`src/rtl/sa_output_drain.sv`:
```
// Bottom-edge collector for the systolic array: deskews per-column results into aligned rows
// and buffers them in a first-word-fall-through FIFO. Define SA_DRAIN_RELU_EN to clamp negative lanes to zero.
module sa_output_drain #(
  parameter int ADD_BW = 32,
  parameter int COLS   = 4,
  parameter int DEPTH  = 4
) (
  input  logic                         clk,
  input  logic                         rst,
  input  logic                         i_clr,
  input  logic                         i_valid,
  input  logic [COLS*ADD_BW-1:0]       i_bot,
  output logic                         o_valid,
  output logic [COLS*ADD_BW-1:0]       o_data,
  input  logic                         i_ready,
  output logic [$clog2(DEPTH+1)-1:0]   o_level,
  output logic                         o_overflow
);

  localparam int W     = COLS * ADD_BW;
  localparam int PTR_W = $clog2(DEPTH);
  localparam int LVL_W = $clog2(DEPTH + 1);

  logic                flush;
  logic [COLS-2:0]     vpipe;
  logic                aligned_valid;
  logic [ADD_BW-1:0]   aligned [COLS];
  logic [W-1:0]        row_in;

  logic [W-1:0]        mem [DEPTH];
  logic [PTR_W-1:0]    rd_ptr;
  logic [PTR_W-1:0]    wr_ptr;
  logic                full;
  logic                pop;
  logic                push_ok;
  logic                drop;

  assign flush = rst | i_clr;

  // The valid strobe waits for the last column, which arrives COLS-1 cycles later.
  // NOTE: sequential state uses non-blocking assignments so every register samples pre-edge values.
  always_ff @(posedge clk) begin
    if (flush) begin
      vpipe <= '0;
    end else begin
      vpipe[0] <= i_valid;
      for (int i = 1; i < COLS - 1; i++) begin
        vpipe[i] <= vpipe[i-1];
      end
    end
  end

  assign aligned_valid = vpipe[COLS-2];

  for (genvar c = 0; c < COLS - 1; c++) begin : g_lane
    localparam int D = COLS - 1 - c;
    logic [ADD_BW-1:0] pipe [D];

    always_ff @(posedge clk) begin
      if (flush) begin
        for (int i = 0; i < D; i++) begin
          pipe[i] <= '0;
        end
      end else begin
        pipe[0] <= i_bot[c*ADD_BW +: ADD_BW];
        for (int i = 1; i < D; i++) begin
          pipe[i] <= pipe[i-1];
        end
      end
    end

    assign aligned[c] = pipe[D-1];
  end

  // The last column is already aligned when it arrives.
  assign aligned[COLS-1] = i_bot[(COLS-1)*ADD_BW +: ADD_BW];

  // NOTE: every always_comb output gets a default first so no path can infer a latch.
  always_comb begin
    row_in = '0;
    for (int c = 0; c < COLS; c++) begin
`ifdef SA_DRAIN_RELU_EN
      row_in[c*ADD_BW +: ADD_BW] = aligned[c][ADD_BW-1] ? '0 : aligned[c];
`else
      row_in[c*ADD_BW +: ADD_BW] = aligned[c];
`endif
    end
  end

  assign full    = (o_level == LVL_W'(DEPTH));
  assign o_valid = (o_level != '0);
  assign pop     = o_valid & i_ready;
  // A full FIFO still accepts a row when the head leaves on the same edge.
  assign push_ok = aligned_valid & (~full | pop);
  assign drop    = aligned_valid & ~push_ok;

  // NOTE: the row storage is deliberately not reset; pointers and level alone define which entries are valid.
  always_ff @(posedge clk) begin
    if (push_ok && !flush) begin
      mem[wr_ptr] <= row_in;
    end
  end

  always_ff @(posedge clk) begin
    if (flush) begin
      wr_ptr     <= '0;
      rd_ptr     <= '0;
      o_level    <= '0;
      o_overflow <= 1'b0;
    end else begin
      if (push_ok) begin
        wr_ptr <= wr_ptr + 1'b1;
      end
      if (pop) begin
        rd_ptr <= rd_ptr + 1'b1;
      end
      case ({push_ok, pop})
        2'b10:   o_level <= o_level + 1'b1;
        2'b01:   o_level <= o_level - 1'b1;
        default: o_level <= o_level;
      endcase
      o_overflow <= o_overflow | drop;
    end
  end

  assign o_data = o_valid ? mem[rd_ptr] : '0;

endmodule
```
`config.mk`:
```
export PLATFORM = sky130hd
export DESIGN_NAME = sa_output_drain
export DESIGN_NICKNAME = d
export VERILOG_FILES = /design/src/rtl/sa_output_drain.sv
export SDC_FILE = /design/constraint.sdc
export NUM_CORES = 1
export LEC_CHECK = 0
export CELL_PAD_IN_SITES_DETAIL_PLACEMENT = 1
export CELL_PAD_IN_SITES_GLOBAL_PLACEMENT = 1
export CORE_UTILIZATION = 50
export CTS_BUF_LIST = sky130_fd_sc_hd__clkbuf_4 sky130_fd_sc_hd__clkbuf_8
export CTS_CLUSTER_DIAMETER = 50
export CTS_CLUSTER_SIZE = 12
export DETAILED_ROUTE_END_ITERATION = 8
export PLACE_DENSITY_LB_ADDON = 0.1
export SYNTH_ARGS = -nofsm -noshare
export SYNTH_HDL_FRONTEND = slang
export SYNTH_SLANG_ARGS = --single-unit
export TNS_END_PERCENT = 5
```
`constraint.sdc`:
```
create_clock -name clk -period 6.05 [get_ports clk]
set_input_delay 1.21 -clock clk [delete_from_list [all_inputs] [get_ports clk]]
set_output_delay 1.21 -clock clk [all_outputs]
set_load 0.005 [all_outputs]
```
==> impl_metrics.toml, run 1 <==
[placement]
place_congestion = 0.7301
pre_cts_slack_ns = 1.808
io_buffer_count = 265
place_hpwl_um = 29790

[synthesis]
synth_compound_area_frac = 0.003023
yosysUniqueCellTypes = 35
ys_seq_elements = 717
syn_area_um2 = 25250
synth_area_per_cell_um2 = 19.56
synth-xor-area-share = 0.001041
syn-instance-count = 1291
yosys_warnings = 0
yosys.area_share.simple = 0.08667
synth_adder_area_share = 0.002775
synth_top_family_by_area = "multiplexers"
ys_seq_area_frac = 0.7715
muxShareOfSynthArea = 0.1154
synth_nets = 1429

[detailed_routing]
drc = 0
final_antenna_net_count = 0
via_per_inst = 5.152
drtIter0Drc = 876
dr.pass1.iters = 5
wl_um = 50340
wl_per_cell_um = 21.86
vias = 11860

[critical_path]
r2r_slack_ns = 3.23
r2r_cells = 4
cp.required_ns = 4.84
critPathLaunchType = "flip-flop"
cp.arrival_ns = 3.27
rr_endpoint = "mem[3][26]"
path_max_fanout = 30
r2r_start = "vpipe[2]"
criticalPathCategory = "reg2out"
crit_path_end_kind = "output port"

[floorplan]
die_w_um = 226.7
io_pins = 266
core_um2 = 49360
die_h_um = 226.7
start_util = 0.5116
rows = 81
die_area_um2 = 51400

[sta]
period_minus_slack_ns = 4.482
skew_ns = 0.01656
hold_viol_final = 0
tns_ns = 0
rsz0062_at_grt = "false"
maxSlewViolCount = 0
min_period_over_period = 0.7408
setup_violations = 0
worst_pin_slew_ns = 1.134
timing.fmax_mhz = 223.1
max_slew_margin = 0.2440
setup_ws_ns = 1.568

[global_routing]
grt_usage = 0.1994
grt_pass1_vias = 12500
grt_pass1_wl_um = 75190
grt_max_degree = 199
gr-total-overflow = 0
antenna_found_initial = 4

[cts]
clk_pin_slew_worst_paths_ns = 0.08
cts_tree = "yes"
post_cts_buffers = 0
root_buffer = "clkbuf_8"
h-tree-depth = 3
cts_buffers = 73
cts_resized = 0
clock_latency_ns = 0.65
clkSinkCount = 717
cts_max_path_buffers = 3
hold_buffers = 0

[hold_path]
hold_path.class = "reg2reg"
holdPathStages = 1
min_from = "g_lane[0].pipe[0][8]"
hold_end = "g_lane[0].pipe[0][40]"

[pwr]
power_density_nw_per_um2 = 285.9
p_leak_nw = 10.11
vdd_drop_max_mv = 0.1406

[cells_and_area]
layout.nets = 1718
multiInputGateArea_um2 = 5289
final_layout_size_suffix_gt1_frac = 0.1742
fill_cells = 4319
syn2layout_area_growth_pct = 18.88
final_cell_mix = "edfxtp_1 (512), and2_1 (323), clkdlybuf4s50_1 (265)"
mostFrequentLayoutCell = "edfxtp_1"
seqCellArea_um2 = 19490

[run_status]
status = "finished, final reports clean"

[run]
maxCapViolCount = 0
-- report_power, final --
| part | switching [mW] | internal, mW | leakage, nW |
|---|---|---|---|
| Combinational | 0.0532 | 0.0967 | 2.75 |
| Clock | 1.59 | 1.58 | 0.804 |
| Sequential | 0.0181 | 5.25 | 6.56 |
| Total | 1.66 | 6.92 | 10.1 |
-- metal layers --
layer / wire (µm) / global-route usage
met5: 0 / 0
met4: 1181 / 0.06255
met3: 2857 / 0.04341
met2: 24400 / 0.3157
met1: 21900 / 0.2774
-- worst max-delay path by stage --
| stage | to | depth (start not counted) | slack [ns] |
|---|---|---|---|
| finish | o_data[15] | 4 | 1.57 |
| global route | o_data[15] | 4 | 1.28 |
| CTS | o_data[28] | 4 | 1.39 |
| detailed placement | mem[3][29] | 5 | 1.81 |
| global placement | mem[3][29] | 5 | 1.87 |
| floorplan | mem[0][0] | 4 | 0.67 |
-- cell usage after synthesis, drive strengths merged --
cell type	number	area (µm²)
mux4	128	2883
xnor2	1	8.760
buf	33	346.6
o311ai	1	8.760
mux2i	3	30.03
nand2b	2	12.51
nor2	8	32.54
edfxtp	512	15370
or2	1	6.260
a21oi	3	15.01
nand3	1	5.000
nor3	1	5.000
nor2b	1	6.260
xor2	2	17.52
o31ai	1	7.510
clkbuf	35	131.4
a221oi	1	15.01
a31oi	2	12.51
fa	1	20.02
o21a	1	7.510
and2	327	2046
or3	3	23.77
nor4b	2	23.77
o21ai	2	10.01
ha	4	50.05
dfxtp	205	4104
inv	5	18.77
nand2	3	11.26
nand3b	1	7.510
or3b	1	8.760
-- metrics by stage --
stage	power [mW]	hold WS, ns	instances	util	area, µm²
2_1_floorplan	5.414	0.4057	1291	-	25250
3_3_place_gp	5.526	0.4080	2169	0.5770	28480
3_5_place_dp	5.534	0.4128	2169	0.5770	28480
4_1_cts	8.691	0.4198	2300	0.6080	30010
5_1_grt	8.872	0.4403	2303	0.6082	30020
6_report	8.582	0.4204	2303	0.6082	30020
-- sequential cells by signal (all words and copies together) (netlist names), named ones only --
register	flops
g_lane.pipe	192
mem	512
o_level	3
o_overflow	1
rd_ptr	2
vpipe	3
wr_ptr	2
-- area by class of cell --
| type | instances | share of cell area |
|---|---|---|
| clock inverters | 13 | 0.005169 |
| well taps | 664 | 0.02768 |
| clock buffers | 118 | 0.04577 |
| diodes | 3 | 0.0002501 |
| repair buffers | 282 | 0.09512 |
| flip-flops and latches | 717 | 0.6492 |
| multi-input cells | 501 | 0.1762 |
| inverters | 5 | 0.0006253 |
-- worst max-delay path, cell delays in order (launching register included) --
cell	delay, ns
dfxtp_4	0.75
buf_4	0.62
mux4_2	0.56
and2_1	0.17
clkdlybuf4s50_1	0.50
-- kinds of logic (layout without fill, tap and decap cells) --
group / after synthesis / count (layout)
AO/OA/AOI/OAI: 11 / 11
XOR/XNOR: 3 / 3
adder cells (fa/ha/maj): 5 / 5
buffers and inverters: 73 / 418
flip-flops: 717 / 717
multiplexers: 131 / 131
other: 0 / 3
AND/OR/NAND/NOR: 351 / 351
(Power assumes the default switching activity.)
==> run 2, diff against run 1 <==
--- a/config.mk
+++ b/config.mk
@@ -7,7 +7,7 @@
 export LEC_CHECK = 0
 export CELL_PAD_IN_SITES_DETAIL_PLACEMENT = 1
 export CELL_PAD_IN_SITES_GLOBAL_PLACEMENT = 1
-export CORE_UTILIZATION = 50
+export CORE_UTILIZATION = 46
 export CTS_BUF_LIST = sky130_fd_sc_hd__clkbuf_4 sky130_fd_sc_hd__clkbuf_8
 export CTS_CLUSTER_DIAMETER = 50
 export CTS_CLUSTER_SIZE = 12
==> constraint.sdc (replaced) <==
create_clock -name clk -period 3.65 [get_ports clk]
set_input_delay 0.73 -clock clk [delete_from_list [all_inputs] [get_ports clk]]
set_output_delay 0.73 -clock clk [all_outputs]
set_load 0.005 [all_outputs]
==> impl_metrics.toml, run 2 (synthesis results as in run 1) <==
[run_status]
status = "finished, final reports clean"

[pwr]
p_leak_nw = 10.25
power_density_nw_per_um2 = 477.5
vdd_drop_max_mv = 0.2309

[sta]
hold_viol_final = 0
period_minus_slack_ns = 3.462
setup_violations = 0
skew_ns = 0.03212
worst_pin_slew_ns = 0.5750
rsz0062_at_grt = "false"
whs_ns = 0.4225
timing.fmax_mhz = 288.9
tns_ns = 0
max_slew_margin = 0.6167
maxSlewViolCount = 0
min_period_over_period = 0.9485

[global_routing]
grt_max_degree = 149
gr-total-overflow = 0
grt_usage = 0.1842
antenna_found_initial = 3
grt_pass1_wl_um = 76710
grt_pass1_vias = 12750

[floorplan]
start_util = 0.4673
io_pins = 266
die_w_um = 236.3
die_h_um = 236.3
core_um2 = 54030
rows = 85
die_area_um2 = 55830

[detailed_routing]
dr.pass1.iters = 6
wl_per_cell_um = 21.49
drc = 0
wl_um = 50520
vias = 11900
final_antenna_net_count = 0
drtIter0Drc = 669
via_per_inst = 5.061

[cts]
clkSinkCount = 717
cts_tree = "yes"
clock_latency_ns = 0.67
cts_buffers = 76
post_cts_buffers = 0
h-tree-depth = 3
root_buffer = "clkbuf_8"
clk_pin_slew_worst_paths_ns = 0.08
cts_max_path_buffers = 3

[cells_and_area]
final_area_um2 = 30380
syn2layout_area_growth_pct = 20.33
final_cell_mix = "edfxtp_1 (512), and2_1 (323), clkdlybuf4s50_1 (265)"
regMostFlops = "mem"
mostFrequentLayoutCell = "edfxtp_1"
layout.nets = 1728
top_regs = "mem (512), g_lane.pipe (192)"
largest_reg_flops = 512
final_layout_size_suffix_gt1_frac = 0.1827

[critical_path]
criticalPathCategory = "reg2out"
cp.required_ns = 2.92
path_max_fanout = 46
critPathLaunchType = "flip-flop"
crit_path_end_kind = "output port"
cp.arrival_ns = 2.73

[placement]
place_hpwl_um = 30210
place_congestion = 0.7221
placed_cell_area_um2 = 28700
io_buffer_count = 265

[hold_path]
hold_path.class = "reg2reg"

[run]
maxCapViolCount = 0
-- run 2: final timing paths --
kind / start / endpoint / slack (ns) / cells after the start
min reg2reg: g_lane[0].pipe[0][11] / g_lane[0].pipe[0][43] / 0.42 / 1
max reg2reg: o_level[2] / o_level[1] / 1.27 / 5
min: g_lane[0].pipe[0][11] / g_lane[0].pipe[0][43] / 0.42 / 1
max: flip-flop / o_data[59] / 0.19 / 4
-- run 2: per-stage QoR --
stage,power [mW],utilization,std cells,worst slack (ns)
floorplan,8.974,-,1291,-1.250
global placement,9.170,0.5313,2207,0.5376
detailed placement,9.179,0.5313,2207,0.5119
CTS,14.70,0.5620,2348,0.01511
global route,15.02,0.5624,2351,0.01912
finish,14.51,0.5624,2351,0.1880
-- run 2: what timing repair did --
action,4_1_cts,5_1_grt
endpoints found under the hold margin,0,0
hold buffers,0,0
resized for setup,0,1
setup endpoints to repair,0,45
-- run 2: per-layer routing --
metal / vias up / routed length (µm) / track usage
met5: - / 0 / 0
met4: 0 / 1105 / 0.05510
met3: 94 / 2232 / 0.03604
met2: 264 / 24800 / 0.3021
met1: 6128 / 22380 / 0.2501
li1: 5413 / - / -
-- run 2: worst max-delay path: stages (launching register included) --
cell             delay [ns]
dfxtp_4                0.65
buf_12                 0.36
mux4_2                 0.42
and2_1                 0.20
clkdlybuf4s50_1        0.44
-- run 2: area by class of cell --
type	instances	area [µm²]
fillers	4803	23640
flip-flops and latches	717	19490
multi-input cells	502	5296
repair buffers	288	3045
clock buffers	122	1454
well taps	696	870.8
clock inverters	19	206.4
inverters	5	18.77
diodes	2	5.005
-- run 2: where the power goes --
group | internal (mW) | leakage, nW | total, mW | switching (mW)
clock | 2.78 | 0.875 | 5.52 | 2.74
combinational | 0.161 | 2.82 | 0.253 | 0.0924
sequential | 8.70 | 6.56 | 8.73 | 0.0295
total | 11.6 | 10.3 | 14.5 | 2.86
